<file path="config.mk">
export PLATFORM = sky130hd
export DESIGN_NAME = intraloop_sequencer
export DESIGN_NICKNAME = d
export VERILOG_FILES = /design/src/rtl/intraloop_pkg.sv /design/src/rtl/mb_addr_gen.sv /design/src/rtl/intraloop_sequencer.sv
export SDC_FILE = /design/constraint.sdc
export NUM_CORES = 1
export LEC_CHECK = 0
export ABC_CLOCK_PERIOD_IN_PS = 12900
export BUFFER_PORTS_ARGS = -buffer_cell sky130_fd_sc_hd__buf_4
export CELL_PAD_IN_SITES_DETAIL_PLACEMENT = 1
export CELL_PAD_IN_SITES_GLOBAL_PLACEMENT = 2
export CORE_MARGIN = 5
export CORE_UTILIZATION = 39
export DETAILED_ROUTE_END_ITERATION = 10
export GPL_ROUTABILITY_DRIVEN = 0
export PLACE_DENSITY = 0.92
export SYNTH_ARGS = -nofsm -noshare
export SYNTH_HDL_FRONTEND = slang
export SYNTH_SLANG_ARGS = --single-unit
</file>
<file path="constraint.sdc">
create_clock -name clk -period 12.9 [get_ports clk]
set_clock_uncertainty 0.2 [all_clocks]
set_input_delay 2.58 -clock clk [delete_from_list [all_inputs] [get_ports clk]]
set_output_delay 2.58 -clock clk [all_outputs]
set_load 0.02 [all_outputs]
</file>
<file path="src/rtl/intraloop_pkg.sv">
// Shared types and constants for the intra-loop sequencer.
//   state_e      : sequencer FSM states
//   ENABLER_*    : one-hot reconstructor stage enables ([0] extract, [1] predict, [2] save)
//   luma_index() : raster index of a 4x4 luma block from MB coordinates and sub-block number
package intraloop_pkg;

  typedef enum logic [2:0] {
    StIdle,
    StExtract,
    StPredict,
    StSave,
    StWaitFb
  } state_e;

  localparam logic [2:0] ENABLER_NONE    = 3'b000;
  localparam logic [2:0] ENABLER_EXTRACT = 3'b001;
  localparam logic [2:0] ENABLER_PREDICT = 3'b010;
  localparam logic [2:0] ENABLER_SAVE    = 3'b100;

  localparam int unsigned SUBBLK_PER_MB = 16;

  // Sub-block k sits at row k/4, column k%4 inside the MB; a luma row holds width/4 blocks.
  function automatic logic [31:0] luma_index(input logic [31:0] mx, input logic [31:0] my,
                                             input logic [3:0] k, input logic [31:0] width);
    return ((my << 2) + {30'd0, k[3:2]}) * (width >> 2) + (mx << 2) + {30'd0, k[1:0]};
  endfunction

endpackage

</file>
<file path="src/rtl/mb_addr_gen.sv">
// Macroblock raster address generator.
//   clk_i, reset_i : clock, synchronous active-high reset
//   clear_i        : zero all counters (start of frame)
//   advance_i      : step to the next 4x4 sub-block, wrapping MB and frame
//   luma_o         : registered raster index of the current 4x4 luma block
//   chroma_o       : registered MB index (index of the co-sited 8x8 Cb/Cr block)
//   last_o         : registered flag, current sub-block is the last of the frame
module mb_addr_gen
  import intraloop_pkg::*;
#(
  parameter int unsigned WIDTH  = 1280,
  parameter int unsigned LENGTH = 720
) (
  input  logic        clk_i,
  input  logic        reset_i,
  input  logic        clear_i,
  input  logic        advance_i,
  output logic [31:0] luma_o,
  output logic [31:0] chroma_o,
  output logic        last_o
);

  localparam logic [31:0] MBW   = 32'(WIDTH / 16);
  localparam logic [31:0] MBH   = 32'(LENGTH / 16);
  localparam logic [3:0]  KLAST = 4'(SUBBLK_PER_MB - 1);

  logic [3:0]  k_q, k_d;
  logic [31:0] mx_q, mx_d, my_q, my_d;
  logic [31:0] luma_q, luma_d, chroma_q, chroma_d;
  logic        last_q, last_d;

  always_comb begin
    k_d  = k_q;
    mx_d = mx_q;
    my_d = my_q;
    if (clear_i) begin
      k_d  = '0;
      mx_d = '0;
      my_d = '0;
    end else if (advance_i) begin
      if (k_q == KLAST) begin
        k_d = '0;
        if (mx_q == MBW - 1) begin
          mx_d = '0;
          my_d = (my_q == MBH - 1) ? '0 : my_q + 1;
        end else begin
          mx_d = mx_q + 1;
        end
      end else begin
        k_d = k_q + 4'd1;
      end
    end
    luma_d   = luma_index(mx_d, my_d, k_d, 32'(WIDTH));
    chroma_d = my_d * MBW + mx_d;
    last_d   = (k_d == KLAST) && (mx_d == MBW - 1) && (my_d == MBH - 1);
  end

  always_ff @(posedge clk_i) begin
    if (reset_i) begin
      k_q      <= '0;
      mx_q     <= '0;
      my_q     <= '0;
      luma_q   <= '0;
      chroma_q <= '0;
      last_q   <= 1'b0;
    end else begin
      k_q      <= k_d;
      mx_q     <= mx_d;
      my_q     <= my_d;
      luma_q   <= luma_d;
      chroma_q <= chroma_d;
      last_q   <= last_d;
    end
  end

  assign luma_o   = luma_q;
  assign chroma_o = chroma_q;
  assign last_o   = last_q;

endmodule

</file>
<file path="src/rtl/intraloop_sequencer.sv">
// Intra-loop sequencer: accepts one residue block per handshake and drives the intra
// reconstructor through extract -> predict -> save, then waits for saver feedback.
//   clk, reset                       : clock, synchronous active-high reset
//   frame_start                      : zero the MB/sub-block counters (IDLE only)
//   blk_valid / blk_ready            : upstream pass handshake
//   fb_luma4x4/chromab8x8/chromar8x8 : saver write-back done strobes
//   enabler                          : one-hot stage enable to the reconstructor
//   mbnumber_*                       : current block indices, stable for the whole pass
//   blk_done, frame_done, err_timeout: single-cycle status pulses
module intraloop_sequencer
  import intraloop_pkg::*;
#(
  parameter int unsigned WIDTH       = 1280,
  parameter int unsigned LENGTH      = 720,
  parameter int unsigned EXT_CYCLES  = 1,
  parameter int unsigned PRED_CYCLES = 1,
  parameter int unsigned FB_TIMEOUT  = 255
) (
  input  logic        clk,
  input  logic        reset,
  input  logic        frame_start,
  input  logic        blk_valid,
  output logic        blk_ready,
  input  logic        fb_luma4x4,
  input  logic        fb_chromab8x8,
  input  logic        fb_chromar8x8,
  output logic [2:0]  enabler,
  output logic [31:0] mbnumber_luma4x4,
  output logic [31:0] mbnumber_chromab8x8,
  output logic [31:0] mbnumber_chromar8x8,
  output logic        blk_done,
  output logic        frame_done,
  output logic        err_timeout
);

  state_e     state_q, state_d;
  logic [3:0] stage_cnt_q, stage_cnt_d;
  logic [7:0] wait_cnt_q, wait_cnt_d;
  logic       fb_l_q, fb_l_d, fb_b_q, fb_b_d, fb_r_q, fb_r_d;
  logic [2:0] enabler_q, enabler_d;
  logic       blk_ready_q, blk_ready_d;
  logic       blk_done_q, blk_done_d;
  logic       frame_done_q, frame_done_d;
  logic       err_q, err_d;
  logic       clear, advance, last_blk, all_fb, timeout;
  logic [31:0] chroma_idx;

  mb_addr_gen #(
    .WIDTH (WIDTH),
    .LENGTH(LENGTH)
  ) u_addr (
    .clk_i    (clk),
    .reset_i  (reset),
    .clear_i  (clear),
    .advance_i(advance),
    .luma_o   (mbnumber_luma4x4),
    .chroma_o (chroma_idx),
    .last_o   (last_blk)
  );

  // Status pulses are registered, so they are decided one cycle early from the
  // feedback latches as they will be after this edge.
  always_comb begin
    state_d     = state_q;
    stage_cnt_d = stage_cnt_q;
    wait_cnt_d  = wait_cnt_q;
    fb_l_d      = fb_l_q;
    fb_b_d      = fb_b_q;
    fb_r_d      = fb_r_q;
    blk_done_d  = 1'b0;
    err_d       = 1'b0;
    clear       = 1'b0;
    advance     = 1'b0;
    all_fb      = 1'b0;
    timeout     = 1'b0;
    unique case (state_q)
      StIdle: begin
        clear = frame_start;
        if (blk_valid) begin
          state_d     = StExtract;
          stage_cnt_d = '0;
        end
      end
      StExtract: begin
        if (stage_cnt_q == 4'(EXT_CYCLES - 1)) begin
          state_d     = StPredict;
          stage_cnt_d = '0;
        end else begin
          stage_cnt_d = stage_cnt_q + 4'd1;
        end
      end
      StPredict: begin
        if (stage_cnt_q == 4'(PRED_CYCLES - 1)) begin
          state_d     = StSave;
          stage_cnt_d = '0;
        end else begin
          stage_cnt_d = stage_cnt_q + 4'd1;
        end
      end
      StSave, StWaitFb: begin
        if (state_q == StWaitFb && blk_done_q) begin
          state_d    = StIdle;
          wait_cnt_d = '0;
          fb_l_d     = 1'b0;
          fb_b_d     = 1'b0;
          fb_r_d     = 1'b0;
          advance    = 1'b1;
        end else begin
          state_d    = StWaitFb;
          fb_l_d     = fb_l_q | fb_luma4x4;
          fb_b_d     = fb_b_q | fb_chromab8x8;
          fb_r_d     = fb_r_q | fb_chromar8x8;
          // wait_cnt holds the 1-based number of the current WAIT_FB cycle.
          wait_cnt_d = (state_q == StSave) ? 8'd1 : wait_cnt_q + 8'd1;
          all_fb     = fb_l_d & fb_b_d & fb_r_d;
          timeout    = (wait_cnt_d == 8'(FB_TIMEOUT));
          blk_done_d = all_fb | timeout;
          err_d      = timeout & ~all_fb;
        end
      end
      default: state_d = StIdle;
    endcase

    unique case (state_d)
      StExtract: enabler_d = ENABLER_EXTRACT;
      StPredict: enabler_d = ENABLER_PREDICT;
      StSave:    enabler_d = ENABLER_SAVE;
      default:   enabler_d = ENABLER_NONE;
    endcase
    blk_ready_d  = (state_d == StIdle);
    frame_done_d = blk_done_d & last_blk;
  end

  always_ff @(posedge clk) begin
    if (reset) begin
      state_q      <= StIdle;
      stage_cnt_q  <= '0;
      wait_cnt_q   <= '0;
      fb_l_q       <= 1'b0;
      fb_b_q       <= 1'b0;
      fb_r_q       <= 1'b0;
      enabler_q    <= ENABLER_NONE;
      blk_ready_q  <= 1'b1;
      blk_done_q   <= 1'b0;
      frame_done_q <= 1'b0;
      err_q        <= 1'b0;
    end else begin
      state_q      <= state_d;
      stage_cnt_q  <= stage_cnt_d;
      wait_cnt_q   <= wait_cnt_d;
      fb_l_q       <= fb_l_d;
      fb_b_q       <= fb_b_d;
      fb_r_q       <= fb_r_d;
      enabler_q    <= enabler_d;
      blk_ready_q  <= blk_ready_d;
      blk_done_q   <= blk_done_d;
      frame_done_q <= frame_done_d;
      err_q        <= err_d;
    end
  end

  assign enabler             = enabler_q;
  assign blk_ready           = blk_ready_q;
  assign blk_done            = blk_done_q;
  assign frame_done          = frame_done_q;
  assign err_timeout         = err_q;
  assign mbnumber_chromab8x8 = chroma_idx;
  assign mbnumber_chromar8x8 = chroma_idx;

endmodule

</file>
# Yosys cells after proc, flatten, opt, wreduce, memory -nomap -nowiden
# Index checks and enable logic that the tools add are counted.
# word_totals
regBits,158
out_inout_bits,103
rom_bits,0
mem_count,0
in_bits,7
ram_bits,0
latch_bits,0
# classes
div_mod_pow,0
n_addsub,9
order_cmp,0
muxes,31
n_shift,0
reduce_logical,11
n_eq_ne,15
n_mul,2
bitwise,10
# ops
op,n
$mux W32,9
$add A32 B1 Y32 const B,2
$add A32 B2 Y32,2
$add A32 B32 Y32,2
$eq A32 B6 Y1 const B,2
$eq A32 B7 Y1 const B,2
$mul A32 B3 Y26 const B,1
$mul A32 B3 Y28 const B,1
$mux W4,5
$mux W8,2
$eq A3 B2 Y1 const B,4
$mux W3,4
$pmux W3 S4,1
$pmux W3 S3,1
$add A4 B1 Y4 const B,2
$add A8 B1 Y8 const B,1
$eq A4 B4 Y1 const B,2
$eq A8 B8 Y1 const B,1
$mux W1,8
$pmux W4 S2,1
$eq A3 B1 Y1 const B,2
$logic_not A3 Y1,2
$and A1 B1 Y1,4
$logic_not A4 Y1,1
9 further kinds,16

# Depth between registers and ports, before layout
# Gate-level depths: netlist of run 1.
# logic_depth
word_depth,10
mapped_depth,32

# Modules after synthesis
# Synthesis of run 1 repeated with hierarchy kept, for this count alone.
# hier_totals
cells_unflattened,1458
area_unflattened_um2,11566.1
# modules_own_cells
mod,n_inst,area_each_um2,cells_per_inst
mb_addr_gen,1,10087.2,1287
intraloop_sequencer,1,1478.9,171

# Worst setup path before layout of run 1
# OpenSTA, ideal clock, no wires.
# synth_timing
path_kind,input to register
startpoint,input frame_start
endpoint,"register u_addr.chroma_q[27], in the netlist u_addr.chroma_o[27]"
setup_ns,0.128
setup_slack_ns,4.391
arrival_time_ns,8.181
path_buffers,3
path_stages,27
path_cell_list,nor4b_1 -> a21o_1 -> clkbuf_1 -> buf_1 -> nor2_1 -> ha_1 -> ha_1 -> clkbuf_1 -> a21o_1 -> a21oi_1 -> nor2_1 -> nor2_1 -> o21ai_0 -> a21o_1 -> a21oi_1 -> nand3b_1 -> nand3_1 -> ha_1 -> a21oi_1 -> or3b_2 -> a2bb2oi_1 -> a2111oi_0 -> nor3b_1 -> or3_1 -> a21oi_1 -> xor2_1 -> nor2_1
# synth_between
elab_chain_cells,4
word_cells_on_any_way,5
# synth_rtl
item,line_no,text
start: declaration,intraloop_sequencer.sv:21,"input logic frame_start,"
$mux W1,intraloop_sequencer.sv:76,unique case (state_q)
$mux W32,mb_addr_gen.sv:36,if (clear_i) begin
via u_addr.my_d[6],mb_addr_gen.sv:28,"logic [31:0] mx_q, mx_d, my_q, my_d;"
$mul A32 B3 Y28,mb_addr_gen.sv:54,chroma_d = my_d * MBW + mx_d;
$add A32 B32 Y32,mb_addr_gen.sv:54,
end signal: assignment,mb_addr_gen.sv:71,chroma_q <= chroma_d;
end: declaration,mb_addr_gen.sv:29,"logic [31:0] luma_q, luma_d, chroma_q, chroma_d;"
# The timed path passes the listed nets, and every way through them passes these cells.
# A chain may end at the register's enable or synchronous reset.

# Worst setup path in the final report of run 1
# layout_timing
startpoint,input frame_start
endpoint,"register u_addr.chroma_q[27], in the netlist u_addr.chroma_o[27]"
# layout_between
elab_chain_cells,4
word_cells_on_any_way,5
# layout_rtl
item,line_no
$mux W1 *,intraloop_sequencer.sv:76
$mux W32,mb_addr_gen.sv:36
$mul A32 B3 Y28,mb_addr_gen.sv:54
$add A32 B32 Y32 *,mb_addr_gen.sv:54
# Every way passes the cells marked *; elsewhere a longest branch is shown, timed or not.

==> summary.md, run 1 <==
| Metric | Value |
|---|---|
| Worst Max-Slew Pin Slew | `around 1000 ps` |
| WL/cell | `between 15 and 20 um` |
| Simple-gate share of the synthesized area | `0.277` |
| First-pass GRT wire length | `just under 60000 um` |
| Vias in the first global route | `11200` |
| Largest net degree at the start of global routing | `56` |
| Tot GR Track Use | `0.217` |
| Reg2Reg Depth | `29` |
| Post-synth ARST share | `0` |
| IO Pins | `110` |
| Average size of a mapped cell | `slightly below 8 sq um` |
| Startpoint types | `input port` |
| Std-Cell Rows | `63` |
| Port Buf Inserts | `109` |
| DR pass1 iterations | `5` |
| Inserted Diodes | `0` |
| # DRC | `0` |
| Die Span Y | `about 180 um` |
| XOR/XNOR Fraction of Synth Area | `0.104` |
| Initial antenna violation count | `0` |
| Leak | `0.00599 uW` |
| Syn. warnings | `0` |
| Clock-pin slew on the worst setup and hold paths | `70 ps` |
| Final Max Slew Viols | `0` |
| Layout cells sized above 1 | `0.117` |
| CTS tree | `built` |
| CP Class | `in2reg` |
| # placed instances | `1876` |
| Most frequent cells in the layout | `nor2_1, dfxtp_1, buf_4` |
| Hold_buf cts | `0` |
| CP Max Fanout | `18` |
| RSZ-0062 raised after global routing | `false` |
| Part of the power in the clock network | `0.516` |
| Slew headroom | `0.310` |
| Ys flop type | `dfxtp_1` |
| Post-synthesis mux area share | `0.00531` |
| Final cell count without fillers | `around 1900` |
| CP required | `13020 ps` |
| HPWL after DPL | `around 28000 um` |
| #FFs+latches synth | `between 100 and 150` |
| Fillers | `roughly 3600` |
| DRT antenna net count | `0` |
| Fmax | `approximately 0.12 GHz` |
| Max-cap violation count | `0` |
| Detailed Route WL | `between 30000 and 40000 um` |
| Sequential fraction of the synthesis area | `0.257` |
| Final-report setup violation count | `0` |
| Area of the multi-input gates | `between 7000 and 8000 sq um` |
| Hold WC Path Type | `reg2reg` |
| Area of the mapped netlist | `around 12000 sq um` |
| Width of the die | `between 150 and 200 um` |
| Power Internal | `approximately 770 uW` |
| Status | `complete, no violations` |
| Root buf cell | `clkbuf_16` |
| Largest family of logic cells by synthesized area | `simple AND/OR/NAND/NOR gates` |
| Sink Count | `around 150` |
| Area share of fa/ha/maj cells after synthesis | `0.126` |
| Worst vdd ir | `0.0801 mV` |
| Part of the power in registers | `0.439` |
| Syn_nets | `between 1500 and 2000` |
| Clock period minus final worst setup slack | `approximately 8500 ps` |
| Post-Route Setup TNS | `0 ps` |
| Clock buffer depth | `2` |
| Worst-Skew Late Latency | `about 440 ps` |
| Post-Syn Instances | `1475` |
| Post-CTS setup buffers | `0` |
| Most common cell after layout, fill and taps aside | `nor2_1` |
| Logic gate share of total power | `0.046` |
| Crit. End Element | `register` |
| Num CTS Buffers | `17` |
| Vias | `between 10000 and 15000` |
| Average vias per placed instance | `between 5 and 6` |
| NetSw | `284 uW` |
| Number of flops mapped to enable cells by yosys | `0` |
| Initial core utilization | `0.392` |
| Area Growth Syn to Fin | `12.4%` |
| Final #Nets | `about 1600` |
| Reg area | `around 3000 sq um` |
| Area of the die | `approximately 33000 sq um` |
| Switching share of power | `0.269` |
| Hold Crit Depth | `1` |
| Power Dens Cells | `81.7 nW/um^2` |
| Tcrit/Tclk final | `0.657` |
| Cell variety after synth | `between 70 and 80` |
| Initial DRC count | `approximately 640` |
| Post-CTS Resized | `0` |
| Hold Vio Cnt, Final | `0` |
| GR Overflow Total | `0` |
| H-tree depth | `4` |
| Core ar. | `between 20000 and 30000 sq um` |
| Compound-Gate Fraction of Synth Area | `0.168` |
| Worst path arrival time | `between 8000 and 9000 ps` |
## registers in the layout (all words and copies together), names as in the netlist
name	flops
u_addr.chroma_o	32
u_addr.my_q	32
u_addr.luma_o	28
u_addr.mx_q	28
wait_cnt_q	8
stage_cnt_q	4
enabler	3
state_q	3
u_addr.k_q	2
blk_done	1
blk_ready	1
err_timeout	1
fb_b_q	1
fb_l_q	1
fb_r_q	1
frame_done	1
u_addr.last_o	1
## power by group through the flow
stage | sequential (uW) | clock, uW | combinational [uW]
finish | 465 | 546 | 48.2
global route | 465 | 576 | 52.5
CTS | 465 | 557 | 48.5
detailed placement | 475 | 0 | 48.5
global placement | 475 | 0 | 47.2
floorplan | 474 | 0 | 32.4
## cells by family (layout without fill, tap and decap cells)
kind of cell    Yosys count  after routing
xor+xnor                135            135
mux                       6              6
flops                   148            148
simple gates            620            620
fa+ha+maj               114            114
compound gates          307            307
buf+inv                 145            188
## stage by stage
step                      worst slack [ps]  power, uW  utilization  instance area (sq um)  hold slack [ps]
after CTS                             4490       1070        0.441                  13000              238
final                                 4430       1060        0.441                  13000              230
after global placement                4290        522        0.420                  12300              215
after floorplan                       4390        507            -                  11500              206
after global routing                  3930       1090        0.441                  13000              257
after detailed placement              4030        524        0.420                  12300              222
## routing by layer
metal	global-route usage	up-vias	share of wire	routed length (um)
met5	0	-	0	0
met3	0.0298	48	0.042	1560
met2	0.362	231	0.46	17100
met4	0.0600	0	0.020	736
li1	-	5300	-	-
met1	0.295	5438	0.48	17600
## cell usage after synthesis, types with 5 or more instances
cell      count  area, sq um
a211o_1       5         43.8
a211oi_1     13         97.6
a21boi_0      6         45.0
a21o_1       36          270
a21oi_1      92          460
a31oi_1      10         62.6
and2_1       20          125
and3_1       29          181
and4_1       12          105
buf_2         6         30.0
buf_4        43          323
clkbuf_1     52          195
dfxtp_1     148         2960
ha_1        110         1380
inv_1        38          143
mux2i_1       5         50.1
nand2_1      77          289
nand2b_1      8         50.1
nand3_1      54          270
nand4_1      41          257
nor2_1      214          803
nor2b_1      17          106
nor3_1       62          310
nor3b_1       9         67.6
nor4_1       18          113
nor4b_1       6         52.6
o21a_1       11         82.6
o21ai_0      72          360
o21bai_1     16          120
o31a_1        5         43.8
o31ai_1       6         45.0
or2_2        10         62.6
or3_1        15         93.8
xnor2_1      63          552
xor2_1       71          622
## worst paths after layout
| kind | start | endpoint | slack (ps) |
|---|---|---|---|
| worst max-delay path | frame_start | u_addr.chroma_o[27] | 4430 |
| worst min-delay path | u_addr.last_o | frame_done | 230 |
| worst max register to register | state_q[2] | u_addr.chroma_o[27] | 4910 |
| worst min register to register | u_addr.last_o | frame_done | 230 |
## area by class of cell
cell class	count	share of cell area
Clock buffer	18	0.0339
Clock inverter	14	0.0143
Inverter	39	0.0113
Multi-Input combinational cell	1182	0.607
Sequential cell	148	0.228
Tap cell	390	0.0376
Timing Repair Buffer	117	0.0677
## worst max-delay path, stage by stage
cell and delay (ps):
buf_4 90, nor4b_2 210, buf_4 290, a21o_1 470, nor2_1 150, ha_1 250
ha_1 360, a21o_1 180, a21oi_1 210, o21bai_1 100, a21oi_1 280, o21ai_0 200
a21o_1 210, a21oi_1 230, nand3b_1 150, nand3_1 90, ha_1 360, a21oi_1 240
or3b_2 460, a2bb2oi_1 150, a2111oi_0 330, buf_4 210, nor3b_1 60, or3_1 320
a21oi_1 170, xor2_1 170, nor2_1 50
(Power assumes the default switching activity.)
==> run 2: changes to the inputs <==
--- a/config.mk
+++ b/config.mk
@@ -5,15 +5,16 @@
 export SDC_FILE = /design/constraint.sdc
 export NUM_CORES = 1
 export LEC_CHECK = 0
-export ABC_CLOCK_PERIOD_IN_PS = 12900
+export ABC_AREA = 1
+export ABC_CLOCK_PERIOD_IN_PS = 8300
 export BUFFER_PORTS_ARGS = -buffer_cell sky130_fd_sc_hd__buf_4
 export CELL_PAD_IN_SITES_DETAIL_PLACEMENT = 1
 export CELL_PAD_IN_SITES_GLOBAL_PLACEMENT = 2
 export CORE_MARGIN = 5
-export CORE_UTILIZATION = 39
+export CORE_UTILIZATION = 33
 export DETAILED_ROUTE_END_ITERATION = 10
 export GPL_ROUTABILITY_DRIVEN = 0
-export PLACE_DENSITY = 0.92
+export PLACE_DENSITY = 0.86
 export SYNTH_ARGS = -nofsm -noshare
 export SYNTH_HDL_FRONTEND = slang
 export SYNTH_SLANG_ARGS = --single-unit
==> constraint.sdc (replaced) <==
create_clock -name clk -period 8.3 [get_ports clk]
set_clock_uncertainty 0.2 [all_clocks]
set_input_delay 1.66 -clock clk [delete_from_list [all_inputs] [get_ports clk]]
set_output_delay 1.66 -clock clk [all_outputs]
set_load 0.02 [all_outputs]
==> summary.md, run 2 <==
| Metric | Value |
|---|---|
| Top-count cell post-synth | `nand2_1` |
| Number of flops mapped to enable cells by yosys | `0 (unchanged)` |
| Crit. End Element | `register` |
| Post-synth ARST share | `0 (unchanged)` |
| First-pass GRT wire length | `76600 um (+29%)` |
| DR pass1 iterations | `5 (unchanged)` |
| Status | `complete, no violations` |
| Initial antenna violation count | `0 (unchanged)` |
| RSZ-0062 raised after global routing | `false` |
| # DRC | `0 (unchanged)` |
| Average vias per placed instance | `5.20 (-9.9%)` |
| Final #Nets | `2253 (+39%)` |
| Hold_buf cts | `0 (unchanged)` |
| Post-Route Setup TNS | `0 ps (unchanged)` |
| Cell variety after synth | `51 (-34%)` |
| Tcrit/Tclk final | `0.842` |
| Fillers | `5170 (+44%)` |
| Post-Syn Instances | `2082 (+41%)` |
| Worst-Skew Late Latency | `460 ps (+20 ps)` |
| Startpoint types | `input port` |
| Syn. warnings | `0 (unchanged)` |
| DRT antenna net count | `0 (unchanged)` |
| Power Total | `1690 uW (+60%)` |
| CP Max Fanout | `14 (-4)` |
| HP Start | `u_addr.last_o` |
| GR Overflow Total | `0 (unchanged)` |
| Post-CTS setup buffers | `0 (unchanged)` |
| Std-Cell Rows | `72 (+14%)` |
| Leak | `0.00709 uW (+18%)` |
| Worst Max-Slew Pin Slew | `1050 ps (+14.5 ps)` |
| Most frequent cells in the layout | `nand2_1, nor2_1, inv_1` |
| Synth cell count leaders | `nand2_1, nor2_1, inv_1` |
| Slew headroom | `0.300 (-0.00953)` |
| Final-report setup violation count | `0 (unchanged)` |
| Tot GR Track Use | `0.218 (+0.00113)` |
| Core ar. | `38700 sq um (+32%)` |
| Setup slack after layout | `1310 ps (-3120 ps)` |
| Most common cell after layout, fill and taps aside | `nand2_1` |
| Clock period minus final worst setup slack | `approximately 7000 ps` |
| Root buf cell | `clkbuf_16` |
| IO Pins | `110 (unchanged)` |
| CTS tree | `built` |
| HPWL after DPL | `40100 um (+41%)` |
| Sink Count | `148 (unchanged)` |
| Inserted Diodes | `0 (unchanged)` |
| Reg2Reg Depth | `30 (+3.4%)` |
| CP Class | `in2reg` |
| WHS Endpoint | `frame_done` |
| Detailed Route WL | `48800 um (+32%)` |
| Synth area leaders | `dfxtp_1, nand2_1, ha_1, nor2_1, inv_1` |
| CP required | `8480 ps (-4540 ps)` |
| Reg area | `2960 sq um (unchanged)` |
| Largest net degree at the start of global routing | `63 (+13%)` |
| Vias in the first global route | `14200 (+27%)` |
| Width of the die | `208 um (+14%)` |
| Layout cells sized above 1 | `0.0979 (-0.0194)` |
| #FFs+latches synth | `148 (unchanged)` |
| Area Growth Syn to Fin | `12.6%` |
| Core Util, Final | `0.376 (-0.0653)` |
| Worst vdd ir | `0.145 mV (+81%)` |
| Num CTS Buffers | `17 (unchanged)` |
| Area of the mapped netlist | `12900 sq um (+12%)` |
| Clock-pin slew on the worst setup and hold paths | `70 ps (about the same)` |
| Max-cap violation count | `0 (unchanged)` |
| Hold WC Path Type | `reg2reg` |
| Ys flop type | `dfxtp_1` |
| Sequential fraction of the synthesis area | `0.229 (-0.0275)` |
| R2R setup slack | `1330 ps (-3580 ps)` |
| Die Span Y | `208 um (+14%)` |
| Yosys top cell by area | `dfxtp_1` |
| RR Startpoint | `u_addr.chroma_o[1]` |
| Power Dens Cells | `116 nW/um^2 (+42%)` |
| Pre-CTS setup slack | `818 ps (-3210 ps)` |
| Worst path arrival time | `7170 ps (-1420 ps)` |
| WL/cell | `18.3 um (-5.3%)` |
| Final Max Slew Viols | `0 (unchanged)` |
| Port Buf Inserts | `109 (unchanged)` |
| H-tree depth | `4 (unchanged)` |
| Fmax | `0.143 GHz` |
| Initial DRC count | `670 (+4.0%)` |
| Clock buffer depth | `2 (unchanged)` |
| Syn_nets | `2203 (+38%)` |
| R2r endpoint | `u_addr.chroma_o[30]` |
| Initial core utilization | `0.334 (-0.0588)` |
| Hold Vio Cnt, Final | `0 (unchanged)` |
| Hold Crit Depth | `1 (unchanged)` |
| Area of the multi-input gates | `8390 sq um (+6.6%)` |
| Vias | `13800 (+26%)` |
| Synth top area share | `0.229 (-0.0275)` |
| Area of the die | `43200 sq um (+30%)` |
| Post-CTS Resized | `0 (unchanged)` |
| Average size of a mapped cell | `6.21 sq um (-21%)` |
## run 2: cell count changes after synthesis, sizes merged, moves of 23 or more
cell,delta
nand2,+388
inv,+241
nor2,+113
nand3,+80
a21oi,+71
o21ai,+52
xnor2,-43
xor2,-39
and3,-27
clkbuf,-24
a21o,-23
## run 2: metrics by stage
step / hold slack (ps) / instance area [sq um] / instances
CTS: 274 / 14600 / 2663
global placement: 250 / 13900 / 2631
finish: 268 / 14600 / 2663
floorplan: 234 / 12900 / 2082
detailed placement: 263 / 13900 / 2631
global route: 282 / 14600 / 2663
## run 2: cells by family after synthesis
| family | Yosys count | synth area share |
|---|---|---|
| compound gates | 362 | 0.154 |
| flops | 148 | 0.229 |
| xor+xnor | 52 | 0.0352 |
| buf+inv | 367 | 0.122 |
| fa+ha+maj | 114 | 0.113 |
| simple gates | 1039 | 0.348 |
## run 2: worst max-delay path by stage
stage,start,to,depth (start not counted)
2_1_floorplan,frame_start,u_addr.chroma_o[29],25
3_3_place_gp,frame_start,u_addr.chroma_o[30],26
3_5_place_dp,frame_start,u_addr.chroma_o[30],26
4_1_cts,u_addr.chroma_o[1],u_addr.chroma_o[30],30
5_1_grt,frame_start,u_addr.chroma_o[29],25
6_report,frame_start,u_addr.chroma_o[30],26
## run 2: cell type report
type / instances / area share
clock buffer: 17 / 0.0292
tap: 518 / 0.0445
sequential: 148 / 0.204
timing repair buffer: 119 / 0.0614
inverter: 279 / 0.0720
clock inverter: 15 / 0.0129
multi-input combinational: 1567 / 0.576
## run 2: report_power, final
part / switching [uW] / internal [uW]
sequential: 7.48 / 720
combinational: 103 / 33.0
clock: 372 / 457
total: 483 / 1210
## run 2: per-layer routing
| layer | GRT usage | vias to the layer above | part of all wire |
|---|---|---|---|
| li1 | - | 6857 | - |
| met1 | 0.288 | 6694 | 0.47 |
| met2 | 0.371 | 239 | 0.47 |
| met3 | 0.0331 | 58 | 0.036 |
| met4 | 0.0648 | 0 | 0.025 |
| met5 | 0 | - | 0 |
## run 2: worst max-delay path, cell delays in order
cell and delay, ps:
buf_4 90, nand3_2 280, nand2_4 260, nand2_4 170
nand3_1 210, inv_1 110, ha_1 280, ha_1 290
fa_1 500, inv_1 110, o21ai_0 240, a21oi_1 460
inv_1 140, a21oi_1 220, nor2_1 70, nor2_1 170
o21ai_1 90, xor2_1 150, ha_1 330, a21oi_1 170
o21ai_0 120, a21oi_1 270, o21ai_0 140, a21oi_1 320
o21ai_0 130, a21oi_1 180
